## src/rtl/jt12_logsin_lut.sv

```systemverilog
`default_nettype none
// ============================================================================
//  Module      : jt12_logsin_lut
//  Description : Writable quarter-wave log-sine table for the operator phase
//                path. The full wave is rebuilt by mirroring the index in the
//                second quarter of each half and taking the sign from the
//                phase MSB. Three-stage clk_en-gated pipeline with valid
//                tracking, post-reset table clear and a runtime write port.
//  Revision    : 1.0 - initial release
// ============================================================================
module jt12_logsin_lut #(
    parameter int ADDR_W     = 8,
    parameter int DATA_W     = 12,
    parameter int CLR_ON_RST = 1
) (
    input  logic              clk,
    input  logic              rst,
    input  logic              i_clk_en,
    input  logic [ADDR_W+1:0] i_phase,
    input  logic              i_in_valid,
    input  logic              i_wr_en,
    input  logic [ADDR_W-1:0] i_wr_addr,
    input  logic [DATA_W-1:0] i_wr_data,
    output logic              o_ready,
    output logic [DATA_W-1:0] o_logsin,
    output logic              o_sign,
    output logic              o_out_valid
);

    localparam int DEPTH = 1 << ADDR_W;

    typedef enum logic [0:0] {
        ST_CLEAR = 1'b0,
        ST_READY = 1'b1
    } state_t;

    // Without a clear pass the table is usable straight out of reset.
    localparam state_t c_RST_STATE = (CLR_ON_RST != 0) ? ST_CLEAR : ST_READY;

    // ------------------------------------------------------------------
    // Control state
    // ------------------------------------------------------------------
    state_t              r_state;
    state_t              w_state_nxt;
    logic [ADDR_W-1:0]   r_clr_cnt;
    logic [ADDR_W-1:0]   w_clr_cnt_nxt;
    logic                r_ready;

    // Table write port, shared between the clear sweep and the user port
    logic                w_mem_we;
    logic [ADDR_W-1:0]   w_mem_waddr;
    logic [DATA_W-1:0]   w_mem_wdata;

    // Address decode
    logic [ADDR_W-1:0]   w_idx;
    logic [ADDR_W-1:0]   w_addr;
    logic                w_sign;

    // Pipeline stages
    logic [ADDR_W-1:0]   r_addr1;
    logic                r_sign1;
    logic                r_v1;
    logic [DATA_W-1:0]   r_rdata2;
    logic                r_sign2;
    logic                r_v2;
    logic [DATA_W-1:0]   r_logsin3;
    logic                r_sign3;
    logic                r_v3;

    logic [DATA_W-1:0]   r_mem [DEPTH];

    // State register; ready follows the state one edge later so that the
    // no-clear variant still reports not-ready on the reset edge itself.
    always_ff @(posedge clk) begin
        if (rst) begin
            r_state   <= c_RST_STATE;
            r_clr_cnt <= '0;
            r_ready   <= 1'b0;
        end else begin
            r_state   <= w_state_nxt;
            r_clr_cnt <= w_clr_cnt_nxt;
            r_ready   <= (w_state_nxt == ST_READY);
        end
    end

    // Next state and table write-port steering. The clear sweep runs on
    // every edge regardless of clk_en and owns the write port while active.
    always_comb begin
        w_state_nxt   = r_state;
        w_clr_cnt_nxt = r_clr_cnt;
        w_mem_we      = 1'b0;
        w_mem_waddr   = i_wr_addr;
        w_mem_wdata   = i_wr_data;
        case (r_state)
            ST_CLEAR: begin
                w_mem_we      = ~rst;
                w_mem_waddr   = r_clr_cnt;
                w_mem_wdata   = '0;
                w_clr_cnt_nxt = r_clr_cnt + 1'b1;
                if (r_clr_cnt == {ADDR_W{1'b1}}) begin
                    w_state_nxt = ST_READY;
                end
            end
            ST_READY: begin
                w_mem_we = i_wr_en & ~rst;
            end
            default: begin
                w_state_nxt = ST_CLEAR;
            end
        endcase
    end

    // Quarter-wave mirroring: the second quarter of each half reads the
    // table backwards, and the top bit selects the negative half.
    always_comb begin
        w_idx  = i_phase[ADDR_W-1:0];
        w_addr = i_phase[ADDR_W] ? ~w_idx : w_idx;
        w_sign = i_phase[ADDR_W+1];
    end

    // Stage 1: register decoded address, sign and qualified valid.
    always_ff @(posedge clk) begin
        if (rst) begin
            r_addr1 <= '0;
            r_sign1 <= 1'b0;
            r_v1    <= 1'b0;
        end else if (i_clk_en) begin
            r_addr1 <= w_addr;
            r_sign1 <= w_sign;
            r_v1    <= i_in_valid & r_ready;
        end
    end

    // Table RAM: synchronous write plus registered read (stage 2 data).
    // Both use non-blocking updates, so a same-address collision returns
    // the previous contents.
    always_ff @(posedge clk) begin
        if (w_mem_we) begin
            r_mem[w_mem_waddr] <= w_mem_wdata;
        end
        if (i_clk_en) begin
            r_rdata2 <= r_mem[r_addr1];
        end
    end

    // Stage 2: carry sign and valid alongside the RAM read.
    always_ff @(posedge clk) begin
        if (rst) begin
            r_sign2 <= 1'b0;
            r_v2    <= 1'b0;
        end else if (i_clk_en) begin
            r_sign2 <= r_sign1;
            r_v2    <= r_v1;
        end
    end

    // Stage 3: output registers.
    always_ff @(posedge clk) begin
        if (rst) begin
            r_logsin3 <= '0;
            r_sign3   <= 1'b0;
            r_v3      <= 1'b0;
        end else if (i_clk_en) begin
            r_logsin3 <= r_rdata2;
            r_sign3   <= r_sign2;
            r_v3      <= r_v2;
        end
    end

    assign o_ready     = r_ready;
    assign o_logsin    = r_logsin3;
    assign o_sign      = r_sign3;
    assign o_out_valid = r_v3;

endmodule
`default_nettype wire

```

## config.mk

```make
export PLATFORM = sky130hd
export DESIGN_NAME = jt12_logsin_lut
export DESIGN_NICKNAME = d
export VERILOG_FILES = /design/src/rtl/jt12_logsin_lut.sv
export SDC_FILE = /design/constraint.sdc
export NUM_CORES = 2
export LEC_CHECK = 0
export CAP_MARGIN = 25
export CORE_ASPECT_RATIO = 0.5
export CORE_MARGIN = 1
export CORE_UTILIZATION = 40
export CTS_CLUSTER_SIZE = 16
export DETAILED_ROUTE_END_ITERATION = 16
export PLACE_DENSITY = 0.62
export SLEW_MARGIN = 25
export SYNTH_ARGS = -nofsm -noshare
export SYNTH_HDL_FRONTEND = slang
export SYNTH_SLANG_ARGS = --single-unit
```

## constraint.sdc

```tcl
create_clock -name clk -period 12.1 [get_ports clk]
set_input_delay 1.21 -clock clk [delete_from_list [all_inputs] [get_ports clk]]
set_output_delay 1.21 -clock clk [all_outputs]
set_load 0.01 [all_outputs]
```

==> flow_summary.json <==
{
  "drc_errors": 0,
  "io_buffers": 49,
  "avgSynthCellArea_sq_um": 21.5,
  "initial_core_util": 0.403,
  "cp_top_family": "buffers and inverters",
  "fin_cells": 9922,
  "die_w_microns": 775,
  "p_seq_frac": 0.541,
  "fill_cells": 24137,
  "grt_pass1_wl_mm": 442,
  "antenna_found_initial": 6,
  "via_per_inst": 6.00,
  "dpl.hpwl_mm": 188,
  "grt_setup_unrepaired": "false",
  "synth_area_sq_um": 119000,
  "combPwrFrac": 0.044,
  "critPathMostFrequentCell": "buf_4",
  "synth_seq_cells": 3119,
  "cts_sinks": 3119,
  "whs_endpoint": "r_v1",
  "critPathMaxFanout": 40,
  "tightest_slew_ns": 1.14,
  "r2r_cells": 8,
  "p_switching_w": 0.00455,
  "cts_buffers": 290,
  "critPathKind": "flop to flop",
  "p_int_w": 0.0172,
  "synth-simple-area-share": 0.0201,
  "first_pass_iters": 6,
  "period_minus_slack_ns": 5.04,
  "switching_share": 0.210,
  "syn_nets": 5603,
  "grt_start_max_net_pins": 174,
  "synth_cells": 5567,
  "synth.distinct_cells": 61,
  "leakage_nw": 45.0,
  "ctsHtreeMaxLevel": 5,
  "status": "finished clean",
  "critical_path.startpoint": "r_addr1[0]",
  "yosysWarnings": 0,
  "relSlewSlack": 0.240,
  "cp.depth": 8,
  "tns_ns": 0,
  "muxShareOfSynthArea": 0.141,
  "drv_slew": 0,
  "synth_compound_area_frac": 0.0403,
  "io_pins": 50,
  "fin_nets": 5807,
  "cts-root-buf": "clkbuf_16",
  "p_clk_frac": 0.415,
  "ff_latch_area_sq_um": 93300,
  "setup_violations": 0,
  "worst_setup_path_end_kind": "flop",
  "cap_violations": 0,
  "area_growth_pct": 12.7,
  "seq_area_frac_synth": 0.781,
  "die-area_sq_um": 301000,
  "cpMaxStageDelayCell": "buf_4",
  "yosysMostFrequentCell": "edfxtp_1",
  "synthFlopType": "edfxtp_1",
  "hold_path_class": "flop to flop",
  "start_kind": "flop",
  "multi_input_area_sq_um": 24900,
  "post_cts_resized": 0,
  "grt.total_usage": 0.203,
  "cpPeakStageDelay_ns": 0.71,
  "required_ns": 12.66,
  "core_area_sq_um": 296000,
  "crit_chain": "buf_4 -> buf_4 -> buf_4 -> mux4_2 -> a22oi_1 -> a21oi_1 -> nor4_1 -> nor4_1",
  "cts_tree": "yes",
  "clockBufferDepth": 4,
  "peakVddDrop_v": 0.000106,
  "ctsHoldBuffers": 0,
  "timing.fmax_mhz": 198,
  "ant_nets": 0,
  "synth_top_family_by_area": "multiplexers",
  "row_count": 141,
  "grt_pass1_vias": 59232,
  "powerDensity_nw_per_um2": 161,
  "drive_above_1_share": 0.253,
  "r2r_end": "r_rdata2[9]",
  "min_from": "r_v1",
  "synth.top_cells.by_count": "edfxtp_1 (3084), mux4_2 (668), nor2_1 (332)",
  "synthAdderAreaFrac": 0.000105,
  "ff2ff_setup_slack_ns": 7.06,
  "clkTransAtPathRegs_ns": 0.07,
  "yosys-top-cells-area": "edfxtp_1 (77%), mux4_2 (13%), a22oi_1 (1.9%)",
  "dpl.cell_count": 9406,
  "synth_top_cell_by_area": "edfxtp_1",
  "postCtsSetupBuffers": 0,
  "via_count": 59533,
  "crit_buf_inv": 3,
  "async_reset_ff_frac": 0,
  "routabilityCongestion": 0.852,
  "insertion_delay_ns": 0.85,
  "holdPathStages": 2,
  "synth_edf_count": 3084,
  "period_share": 0.417,
  "synth_xor_area_frac": 0.000880,
  "hold_viol": 0,
  "grt_overflow": 0,
  "reg2reg_from": "r_addr1[0]",
  "arrival_ns": 5.60,
  "fin_skew_ns": 0.0502,
  "routedWlPerCell_microns": 31.5,
  "die_y_microns": 388,
  "synth_top_area_frac": 0.775,
  "wirelength_mm": 313,
  "drt_iter0_drc": 8056
}
==> routing by layer <==
layer,up-vias,GRT usage,share of wire
li1,23923,-,-
met1,31977,0.289,0.41
met2,3112,0.312,0.46
met3,513,0.0469,0.099
met4,8,0.0643,0.034
met5,-,0,0.00020
==> kinds of logic after synthesis <==
group	Yosys count
flops	3119
xor+xnor	12
simple gates	545
compound gates	687
buf+inv	355
mux	848
fa+ha+maj	1
==> state kept, by name, summed over array words and instances (netlist names), 8 cells and up <==
name and cells:
r_rdata2 12, o_logsin 12, r_mem 3072, r_clr_cnt 8, r_addr1 8
==> power by group through the flow <==
stage	registers, W	logic, W	clock network (W)
global route	0.0117	0.00100	0.00948
floorplan	0.0119	0.000612	0
CTS	0.0117	0.000957	0.00909
global placement	0.0120	0.000941	0
detailed placement	0.0120	0.000953	0
finish	0.0117	0.000961	0.00900
==> cell type report <==
class                      count  area share
sequential                  3119       0.693
timing repair buffer         254      0.0169
antenna                        5   0.0000929
clock inverter               137     0.00979
inverter                      13    0.000362
tap                         3932      0.0365
clock buffer                 369      0.0580
multi-input combinational   2093       0.185
==> worst min-delay path, delay by kind of cell, from the launching register on <==
family | cells | cell delay (ns)
DFF | 1 | 0.32
AOI/OAI and AO/OA | 1 | 0.05
and+or+nand+nor | 1 | 0.07
==> cells in the final DEF (no fill, tap or decap), types with 11 or more instances in the layout <==
master           instances
bufinv_16               25
buf_12                  12
a221oi_1                32
a21boi_0                18
a41oi_1                 11
a211oi_1                13
xnor2_1                 11
buf_4                  182
a22oi_1                303
clkbuf_1                66
o221ai_1                59
nor2_1                 156
and2_4                  12
o21ai_0                 35
clkinv_2                39
nor2_2                 173
dfxtp_1                 29
mux2i_1                168
nand2_1                 56
mux2_2                  12
clkinv_1                57
clkbuf_16              301
edfxtp_1              3084
nand3_1                 26
a21oi_1                163
nor4_2                  18
inv_1                   12
mux4_2                 668
nor3_1                  12
nor4_1                  31
clkdlybuf4s50_1         47
==> stage by stage <==
stage,utilization,power [W],area [sq um],setup WS (ns),hold WS [ns]
floorplan,-,0.0126,119000,6.73,0.446
global placement,0.421,0.0129,125000,6.53,0.454
detailed placement,0.422,0.0129,125000,6.72,0.474
CTS,0.453,0.0218,134000,7.00,0.484
global route,0.454,0.0222,135000,6.69,0.509
finish,0.454,0.0217,135000,7.06,0.486
==> worst max-delay path by stage <==
stage,to,slack (ns)
2_1_floorplan,r_mem[0][10],6.73
3_3_place_gp,r_rdata2[5],6.53
3_5_place_dp,r_mem[26][5],6.72
4_1_cts,r_rdata2[9],7.00
5_1_grt,r_rdata2[6],6.69
6_report,r_rdata2[9],7.06
No activity file was read; power rests on OpenSTA's default activity.
